--- config.mk ---
export PLATFORM = sky130hd
export DESIGN_NAME = alu_wb_buffer
export DESIGN_NICKNAME = d
export VERILOG_FILES = /design/src/rtl/config_pkg.sv /design/src/rtl/riscv_pkg.sv /design/src/rtl/ariane_pkg.sv /design/src/rtl/alu_wb_buffer.sv
export SDC_FILE = /design/constraint.sdc
export NUM_CORES = 1
export LEC_CHECK = 0
export CAP_MARGIN = 5
export CORE_ASPECT_RATIO = 0.5
export CORE_MARGIN = 4
export CORE_UTILIZATION = 44
export DETAILED_ROUTE_END_ITERATION = 10
export GPL_TIMING_DRIVEN = 0
export PLACE_DENSITY = 0.77
export SLEW_MARGIN = 5
export SYNTH_ARGS = -nofsm -noshare
export SYNTH_HDL_FRONTEND = slang
export SYNTH_SLANG_ARGS = --single-unit
--- constraint.sdc ---
create_clock -name clk_i -period 5.5 [get_ports clk_i]
set_input_delay 1.1 -clock clk_i [delete_from_list [all_inputs] [get_ports clk_i]]
set_output_delay 1.1 -clock clk_i [all_outputs]
set_load 0.02 [all_outputs]
--- src/rtl/config_pkg.sv ---
// Core configuration package.
// Holds the configuration record handed down to core blocks. The empty
// configuration marks "no override": blocks fall back to the
// package-level constants in riscv / ariane_pkg.
package config_pkg;

    typedef struct packed {
        int unsigned XLEN;  // 0 = use riscv::XLEN
    } cva6_cfg_t;

    localparam cva6_cfg_t cva6_cfg_empty = '{XLEN: 32'd0};

endpackage : config_pkg

--- src/rtl/riscv_pkg.sv ---
// RISC-V architectural constants shared across the core.
package riscv;

    localparam int unsigned XLEN = 64;

endpackage : riscv

--- src/rtl/ariane_pkg.sv ---
// Core-wide types and constants.
// alu_wb_entry_t is one buffered ALU result on its way to writeback.
package ariane_pkg;

    // Scoreboard tag width (8-entry scoreboard).
    localparam int unsigned TRANS_ID_BITS = 3;

    typedef struct packed {
        logic [TRANS_ID_BITS-1:0] trans_id;
        logic [riscv::XLEN-1:0]   result;
        logic                     branch_res;
    } alu_wb_entry_t;

endpackage : ariane_pkg

--- src/rtl/alu_wb_buffer.sv ---
// alu_wb_buffer
// Decouples the ALU from the writeback port with a small circular FIFO of
// results. The head entry is presented on wb_* straight from storage;
// there is no input-to-output bypass.
//
// Ports
//   clk_i, rst_i          clock, synchronous active-high reset
//   flush_i               drop every buffered result on the next edge
//   alu_valid_i/ready_o   result input handshake
//   alu_trans_id_i,
//   alu_result_i,
//   alu_branch_res_i      result payload
//   wb_valid_o/ready_i    writeback output handshake
//   wb_trans_id_o,
//   wb_result_o,
//   wb_branch_res_o       head entry payload (undefined while !wb_valid_o)
//   count_o               number of occupied entries
//
// Handshake: a transfer happens on a rising edge where valid && ready are
// both high and flush_i is low. ready never depends on the same-cycle
// valid of either side, and a producer holds its payload stable while
// valid is high and ready is low.
module alu_wb_buffer
    import ariane_pkg::*;
#(
    parameter config_pkg::cva6_cfg_t CVA6Cfg = config_pkg::cva6_cfg_empty,
    parameter int unsigned DEPTH = 4
) (
    input  logic                          clk_i,
    input  logic                          rst_i,
    input  logic                          flush_i,
    input  logic                          alu_valid_i,
    output logic                          alu_ready_o,
    input  logic [TRANS_ID_BITS-1:0]      alu_trans_id_i,
    input  logic [riscv::XLEN-1:0]        alu_result_i,
    input  logic                          alu_branch_res_i,
    output logic                          wb_valid_o,
    input  logic                          wb_ready_i,
    output logic [TRANS_ID_BITS-1:0]      wb_trans_id_o,
    output logic [riscv::XLEN-1:0]        wb_result_o,
    output logic                          wb_branch_res_o,
    output logic [$clog2(DEPTH):0]        count_o
);

    localparam int unsigned PTR_W = $clog2(DEPTH);
    localparam int unsigned CNT_W = PTR_W + 1;
    localparam logic [CNT_W-1:0] FULL_CNT = CNT_W'(DEPTH);

    // Elaboration-time sanity checks on the parameters.
    if (DEPTH < 2 || (DEPTH & (DEPTH - 1)) != 0) begin : g_depth_check
        $error("alu_wb_buffer: DEPTH must be a power of 2 and at least 2");
    end
    if (CVA6Cfg.XLEN != 0 && CVA6Cfg.XLEN != riscv::XLEN) begin : g_cfg_check
        $error("alu_wb_buffer: CVA6Cfg.XLEN disagrees with riscv::XLEN");
    end

    alu_wb_entry_t              mem [DEPTH];
    alu_wb_entry_t              entry_in;
    alu_wb_entry_t              head;
    logic [PTR_W-1:0]           wr_ptr;
    logic [PTR_W-1:0]           rd_ptr;
    logic [CNT_W-1:0]           count;
    logic                       push;
    logic                       pop;

    // Ready/valid come only from the registered counter.
    assign alu_ready_o = (count != FULL_CNT);
    assign wb_valid_o  = (count != '0);
    assign count_o     = count;

    assign push = alu_valid_i && alu_ready_o && !flush_i;
    assign pop  = wb_valid_o && wb_ready_i && !flush_i;

    always_comb begin
        entry_in            = '0;
        entry_in.trans_id   = alu_trans_id_i;
        entry_in.result     = alu_result_i;
        entry_in.branch_res = alu_branch_res_i;
    end

    assign head            = mem[rd_ptr];
    assign wb_trans_id_o   = head.trans_id;
    assign wb_result_o     = head.result;
    assign wb_branch_res_o = head.branch_res;

    // Control state. Pointers are PTR_W bits wide, so they wrap modulo
    // DEPTH on their own because DEPTH is a power of two.
    always_ff @(posedge clk_i) begin
        if (rst_i) begin
            wr_ptr <= '0;
            rd_ptr <= '0;
            count  <= '0;
        end else if (flush_i) begin
            wr_ptr <= '0;
            rd_ptr <= '0;
            count  <= '0;
        end else begin
            if (push) wr_ptr <= wr_ptr + PTR_W'(1);
            if (pop)  rd_ptr <= rd_ptr + PTR_W'(1);
            case ({push, pop})
                2'b10:   count <= count + CNT_W'(1);
                2'b01:   count <= count - CNT_W'(1);
                default: count <= count;
            endcase
        end
    end

    // Entry storage is deliberately left out of reset; the counter alone
    // decides which slots hold live data.
    always_ff @(posedge clk_i) begin
        if (push) mem[wr_ptr] <= entry_in;
    end

endmodule : alu_wb_buffer

==> results.toml <==
[worst_setup_path]
reg2reg_depth = 10
crit_path_max_incr_delay_ns = 0.57
critPathMaxFanout = 10
critPathRequiredTime_ns = 4.40
startpoint_type = "flop"
critPathTopFamily = "buffers and inverters"
cp.depth = 5
crit_top_cell = "buf_2"
end_kind = "output port"
critPathKind = "reg -> out"
slowest_stage = "clkdlybuf4s50_1"
arrival_ns = 2.57
cp_num_buf_inv = 4
path_cells = "buf_2 > buf_2 > buf_2 > mux4_2 > clkdlybuf4s50_1"

[global_route]
grtUsageMet2 = 0.2730
grt_use_met3 = 0.02536
grt_antenna_before_repair = 0
grtUsageMet1 = 0.1947
grt.total_usage = 0.1515
top_usage_layer = "met2"
grt.overflow.total = 0
grt_pass1_wl_um = 30300
grt_pass1_vias = 5301
grt_max_degree = 46

[final_layout]
multi_input_area_um2 = 1842
final_nets = 669
final_cell_mix = "272 x edfxtp_1, 145 x clkdlybuf4s50_1, 68 x mux4_2, 25 x clkbuf_16, 10 x clkbuf_1"
fillers = 1692
syn_to_final_growth_pct = 26.73
drive_gt1_frac = 0.2138
layout_commonest_cell = "edfxtp_1"
regArea_um2 = 8348

[yosys]
synth_sequential_area_ratio = 0.8076
ys_async_sr_fraction = 0
ys_types = 29
synth_area_um2 = 10340
syn_avg_cell_area_um2 = 24.97
synthesis.instances = 414
ys_ff_latch = 281
synth_edf_count = 272
ys_warn_count = 0
ys.flop_type = "edfxtp_1"
synth_fp_nets = 493

[drt]
vias = 4813
drcViolationCount = 0
vias_per_cell = 5.254
ant_nets = 0
detail_route.wl_per_cell_um = 21.59
routed_wl_um = 19780
dr.pass1.iters = 5
drtIter0Drc = 245

[clock_tree]
hold_buffers = 0
clkTransAtPathRegs_ns = 0.07
max-clock-path-buffers = 3
post_cts_buffers = 0
cts_tree = "done"
cts.repair.resized = 0
htreeDepth = 1
cts-root-buf = "clkbuf_16"
clk_latency_ns = 0.52
cts_inserted_buffers = 25
clock_sinks = 281

[timing]
report.final.slew_viol_count = 0
fmax_ghz = 0.2722
tns_ns = 0
maxSlewHeadroom = 0.5627
fin_skew_ns = 0.01675
period_share = 0.6679
hold_violations = 0
grt_setup_unrepaired = "no"
worstMarginPinSlew_ns = 0.6560
period_needed_ns = 3.673
whs_ns = 0.5294
finalSetupViolCount = 0

[floorplanning]
die_y_um = 116.4
ioPinCount = 146
die_w_um = 224.8
core_um2 = 22930
start_util = 0.4507
rows = 39
die_area_um2 = 26160

[outcome]
status = "complete, no violations"

[placement]
hpwl_um = 12300
globalplace.congestion = 0.6945
portBuffers = 145

[power]
leakage_nw = 4.090
p_switching_mw = 0.8376
vdd_ir_drop_max_mv = 0.1733
internal_power_mw = 3.472
p_seq_frac = 0.554
p_sw_frac = 0.1943
powerDensity_nw_per_um2 = 329.0
p_clk_frac = 0.396
p_comb_frac = 0.050

[min_path]
holdCritPathClass = "reg -> reg"
min_path_cells = 2

[job]
drv_cap = 0
logic make-up (layout without fill, tap and decap cells):
kind of cell / Yosys count / in the layout / synth area share
AOI/OAI and AO/OA: 11 / 11 / 0.006415
buffers and inverters: 25 / 219 / 0.01574
adders and majority gates: 6 / 6 / 0.007988
DFF: 281 / 281 / 0.8076
and+or+nand+nor: 21 / 21 / 0.01247
other: 0 / 1 / 0
muxes: 68 / 68 / 0.1481
xor gates and xnor gates: 2 / 2 / 0.001695
tightest hold or removal path: cells and delay by family, from the launching register on:
family / cells / cell delay [ns]
flip-flops: 1 / 0.34
AO/OA/AOI/OAI: 2 / 0.14
worst paths after layout:
kind | slack, ns | end | from
max | 1.83 | wb_result_o[34] | flop
min reg2reg | 0.53 | count_o[2] | count_o[2]
min | 0.53 | count_o[2] | count_o[2]
max reg2reg | 2.97 | count_o[2] | count_o[2]
area by class of cell:
type / count / share of cell area
flip-flops and latches: 281 / 0.6372
multi-input cells: 108 / 0.1406
repair buffers: 149 / 0.1192
clock buffers: 30 / 0.04919
well taps: 307 / 0.02932
clock inverters: 15 / 0.01184
plain buffers: 18 / 0.01041
inverters: 7 / 0.002006
diodes: 1 / 0.0001910
power by group through the flow:
stage          Combinational (mW)  Sequential, mW  Clock [mW]
2_1_floorplan              0.0808            2.43           0
3_3_place_gp                0.208            2.43           0
3_5_place_dp                0.218            2.43           0
4_1_cts                     0.220            2.39        1.75
5_1_grt                     0.230            2.39        1.85
6_report                    0.217            2.39        1.71
registers in the layout, indices dropped and copies added, names as in the netlist, named ones only:
register,count
count_o,3
mem,272
rd_ptr,2
wr_ptr,2
synthesized netlist by cell type, types with 2 or more instances:
cell	number	area share
buf_2	8	0.0039
inv_1	7	0.0025
a21oi_1	6	0.0029
ha_1	5	0.0061
buf_12	2	0.0039
buf_6	2	0.0022
mux4_2	68	0.15
xor2_1	2	0.0017
nor2_1	5	0.0018
o21ai_0	3	0.0015
or3_1	2	0.0012
edfxtp_1	272	0.79
dfxtp_1	9	0.017
and3_2	4	0.0029
clkbuf_1	5	0.0018
per-stage QoR:
stage | std cells | util | setup WS [ns] | area, um2 | total power [mW]
after CTS | 915 | 0.5711 | 1.772 | 13100 | 4.354
final | 916 | 0.5712 | 1.827 | 13100 | 4.310
after detailed placement | 870 | 0.5362 | 1.980 | 12300 | 2.650
after global placement | 866 | 0.5308 | 1.498 | 12170 | 2.639
after floorplan | 414 | - | 2.704 | 10340 | 2.512
after global routing | 915 | 0.5711 | 1.652 | 13100 | 4.463
layer usage:
layer  up-vias  share of wire
met5         -              0
met4         0          0.025
met3        36          0.034
met2       105           0.53
met1      2550           0.41
li1       2122              -
No activity file was read; power rests on OpenSTA's default activity.
